--- config.mk ---
export PLATFORM = sky130hd
export DESIGN_NAME = cascade_rom_arbiter
export DESIGN_NICKNAME = d
export VERILOG_FILES = /design/src/rtl/cascade_rom_arbiter.sv
export SDC_FILE = /design/constraint.sdc
export NUM_CORES = 1
export LEC_CHECK = 0
export ABC_AREA = 1
export ABC_CLOCK_PERIOD_IN_PS = 3950
export BUFFER_PORTS_ARGS = -buffer_cell sky130_fd_sc_hd__buf_2
export CAP_MARGIN = 30
export CORE_AREA = 4 4 105 107
export DETAILED_ROUTE_END_ITERATION = 10
export DIE_AREA = 0 0 109 111
export PLACE_DENSITY = 0.6
export SLEW_MARGIN = 20
export SYNTH_ARGS = -nofsm -noshare
export SYNTH_HDL_FRONTEND = slang
export SYNTH_SLANG_ARGS = --single-unit
export TNS_END_PERCENT = 30
--- constraint.sdc ---
create_clock -name clk -period 3.95 [get_ports clk]
set_input_delay 0 -clock clk [delete_from_list [all_inputs] [get_ports clk]]
set_output_delay 0 -clock clk [all_outputs]
set_load 0.005 [all_outputs]
--- src/rtl/cascade_rom_arbiter.sv ---
// Round-robin arbiter sharing one synchronous cascade ROM between two read ports.
// In-flight reads are tracked by a tag pipeline; data returns in issue order to the issuing port.
module cascade_rom_arbiter #(
  parameter int ROM_LATENCY = 1,
  parameter int ADDR_W      = 17,
  parameter int DATA_W      = 32
) (
  input  logic              clk,
  input  logic              rst,
  input  logic              a_req,
  input  logic [ADDR_W-1:0] a_addr,
  output logic              a_ack,
  output logic [DATA_W-1:0] a_rdata,
  output logic              a_rvalid,
  input  logic              b_req,
  input  logic [ADDR_W-1:0] b_addr,
  output logic              b_ack,
  output logic [DATA_W-1:0] b_rdata,
  output logic              b_rvalid,
  output logic              rom_en,
  output logic [ADDR_W-1:0] rom_addr,
  input  logic [DATA_W-1:0] rom_data,
  output logic              busy
);

  localparam int TAGS = ROM_LATENCY + 1;

  typedef enum logic {PORT_A = 1'b0, PORT_B = 1'b1} port_e;

  typedef struct packed {
    logic  valid;
    port_e port;
  } tag_t;

  port_e               last_grant;
  logic                grant_a;
  logic                grant_b;
  tag_t [TAGS-1:0]     tag_q;

  // NOTE: every signal written in always_comb gets a default first, so no path can infer a latch.
  always_comb begin
    grant_a = 1'b0;
    grant_b = 1'b0;
    if (a_req && b_req) begin
      if (last_grant == PORT_B) grant_a = 1'b1;
      else                      grant_b = 1'b1;
    end else if (a_req) begin
      grant_a = 1'b1;
    end else if (b_req) begin
      grant_b = 1'b1;
    end
  end

  assign a_ack = grant_a;
  assign b_ack = grant_b;

  // NOTE: sequential state uses non-blocking assignments so every flop samples pre-edge values.
  always_ff @(posedge clk or posedge rst) begin
    if (rst) begin
      rom_en     <= 1'b0;
      rom_addr   <= '0;
      last_grant <= PORT_B;
    end else begin
      rom_en <= grant_a | grant_b;
      if (grant_a) begin
        rom_addr   <= a_addr;
        last_grant <= PORT_A;
      end else if (grant_b) begin
        rom_addr   <= b_addr;
        last_grant <= PORT_B;
      end
    end
  end

  always_ff @(posedge clk or posedge rst) begin
    if (rst) begin
      tag_q <= '0;
    end else begin
      tag_q[0] <= '{valid: grant_a | grant_b, port: (grant_b ? PORT_B : PORT_A)};
      for (int i = 1; i < TAGS; i++) begin
        tag_q[i] <= tag_q[i-1];
      end
    end
  end

  // rom_data for a read is valid while its tag sits one stage before the end,
  // so it is registered there and appears together with the final tag.
  always_ff @(posedge clk or posedge rst) begin
    if (rst) begin
      a_rdata <= '0;
      b_rdata <= '0;
    end else if (tag_q[TAGS-2].valid) begin
      if (tag_q[TAGS-2].port == PORT_A) a_rdata <= rom_data;
      else                              b_rdata <= rom_data;
    end
  end

  assign a_rvalid = tag_q[TAGS-1].valid && (tag_q[TAGS-1].port == PORT_A);
  assign b_rvalid = tag_q[TAGS-1].valid && (tag_q[TAGS-1].port == PORT_B);

  always_comb begin
    busy = 1'b0;
    for (int i = 0; i < TAGS; i++) begin
      busy = busy | tag_q[i].valid;
    end
  end

endmodule

==> metrics.txt <==
Clock H-tree levels 3; GRT Total Usage 0.156; non-filler cells in the finished layout 763; Iter 0 DRT Violations 174; Fmax achieved 493 MHz; fin. max-slew vios 0; clk sink count 86; sw frac 0.280; Clock Skew 0.0141 ns; Crit Path Max Fanout 19; clock network fraction of design power 0.280; post-cts resize count 0; CTS tree yes; vias post-DR 3246; mux share of post-synthesis cell area 0; largest net degree at the start of global routing 50; crit-path cells nand2_2 > nand2_2 > nand2_1 > nand2_1 > dlygate4sd3_1 > nand2_1; drt drc 0; initial antenna violation count 0; unrepaired setup endpoints after global routing no; Peak VDD IR 0.000164 V; half-perimeter wire length after placement 6350 um; Seq pwr share 0.511; Clock Latency Late Sink roughly 0.35 ns; vias in the first global route 3358; Port Buffers around 160; top-area cell type share of the netlist area 0.611; synthesized flop and latch total 86; DIE WIDTH 109 um; number of cell rows 37; final hold vios 0; Largest delay share family, worst path simple AND/OR/NAND/NOR gates; dpl ws 2.48 ns; worst endpoint data arrival time 2.27 ns; die height between 100 and 150 um; Slowest-stage cell, CP dlygate4sd3_1; Worst EP required about 4.2 ns; hold_ws 0.257 ns; DRT antenna net count 0; Design Power 2090 uW; final setup fails 0; clock root buffer master clkbuf_8; Die Area 0.0121 mm^2; status completed; CTS Buf Count 9; DRT Pass-1 Iters 4; Cells after DPL 679; nets 692; clock slew at reported path FFs 0.09 ns; syn_nets 472; Power Internal approximately 1500 uW; largest family of logic cells by synthesized area simple AND/OR/NAND/NOR gates; Initial Util 0.343; gr ovfl total 0; wire length of the first global-routing pass around 15000 um; cell mode on critical path nand2_1; Via density 4.25; filler cell count between 900 and 1000; Synth Warn # 0; Worst path max stage delay 0.56 ns; switching pwr approximately 600 uW; deepest clock path buffer count 2; core box area 0.0101 mm^2; Syn Area/Cell around 8.7 um^2; Compound-Gate Fraction of Synth Area 0.0921; Final TNS setup 0 ns; Pwr per Cell Area 397 mW/mm^2; cell taking the most area after synthesis dfrtp_1; drt wl/cell 11.9 um; Setup crit start kind flip-flop; post-synthesis xor/xnor area fraction 0; Leak 0.00292 uW; synth top area cells dfrtp_1 (61%), nand2_1 (17%), o21ai_0 (9.2%), inv_1 (5.9%), nand3_1 (2.4%); Seq/Total Area, Yosys 0.619; Adder-Cell Fraction of Synth Area 0; crit path time final 2.03 ns; Layout area overhead 51.4%; most common cell after layout, fill and taps aside buf_2; crit path kind reg2reg; simple-gate share of the synthesized area 0.203; share of cells above drive strength 1 0.295; most frequent cells in the layout buf_2 (156), nand2_1 (153), dfrtp_1 (85), dlygate4sd3_1 (68), o21ai_0 (64); Routed WL 9100 um; combinational group share of total power 0.209; PnR worst setup slack 1.92 ns; worst-margin pin slew 0.656 ns; cells after synthesis 402; max capacitance violation total 0; endpoint class of the critical path flip-flop; Syn Std Cell Area between 0.003 and 0.004 mm^2; Unique masters post-synth 15; GPL Wtd Cong 0.793; WP buf/inv 1; Boundary Pins 157; Hold WC Path Type in2async; ant diodes 0; Worst slew margin 0.562; Tcrit/Tclk final 0.513
kinds of logic after synthesis:
logic type | after synthesis
compound gates | 64
buf+inv | 74
simple gates | 178
flops | 86
timing repair:
| action | in CTS | in global routing |
|---|---|---|
| hold buffers | 68 | 0 |
| buffers inserted | 0 | 0 |
| endpoints found under the hold margin | 119 | 0 |
routing by layer:
layer / vias to the layer above / share of wire / GRT usage
met2: 145 / 0.45 / 0.253
met3: 10 / 0.11 / 0.0507
met5: - / 0 / 0
li1: 1666 / - / -
met4: 0 / 0.013 / 0.0556
met1: 1425 / 0.43 / 0.192
sequential cells by signal, summed over array words and instances, names as in the netlist:
| signal | count |
|---|---|
| tag_q | 4 |
| b_rdata | 32 |
| last_grant | 1 |
| a_rdata | 32 |
| rom_addr | 17 |
synthesized netlist by cell type (all sizes together):
library cell / number
clkbuf: 6
dfrtp: 85
nand2: 158
nor2: 2
nand3: 17
buf: 12
o21ai: 64
dfstp: 1
or2: 1
inv: 56
power by group through the flow:
stage | sequential, uW | clock, uW | combinational [uW]
after floorplan | 1090 | 0 | 162
after global placement | 1080 | 0 | 366
after detailed placement | 1080 | 0 | 382
after CTS | 1070 | 609 | 444
after global routing | 1080 | 653 | 501
final | 1070 | 585 | 437
path summary, 6_finish.rpt:
check / startpoint / cells after the start / slack (ns) / to
max in group asynchronous: rst / 4 / 2.65 / a_rdata[20]
hold reg to reg: tag_q[0] / 0 / 0.43 / tag_q[2]
setup / recovery: last_grant / 6 / 1.92 / rom_addr[15]
setup reg to reg: last_grant / 6 / 1.92 / rom_addr[15]
hold / removal: rst / 3 / 0.26 / rom_addr[12]
min in group clk: a_req / 3 / 0.27 / tag_q[1]
through the flow:
stage	utilization	cell area [um^2]
2_1_floorplan	-	3480
3_3_place_gp	0.430	4360
3_5_place_dp	0.434	4400
4_1_cts	0.520	5270
5_1_grt	0.520	5270
6_report	0.520	5270
cell type report:
| type | instances | area (um^2) | area share |
|---|---|---|---|
| inverter | 56 | 211 | 0.0401 |
| sequential | 86 | 2150 | 0.409 |
| clock inverter | 4 | 27.5 | 0.00522 |
| multi-input combinational | 242 | 1030 | 0.196 |
| timing repair buffer | 227 | 1510 | 0.286 |
| tap | 136 | 170 | 0.0323 |
| clock buffer | 12 | 165 | 0.0313 |
tightest hold or removal path, cell delays in order:
cell and delay, ns:
dlygate4sd3_1 0.52, buf_2 0.12, clkinv_2 0.43
Note: power is estimated with default switching activity, not from simulation.
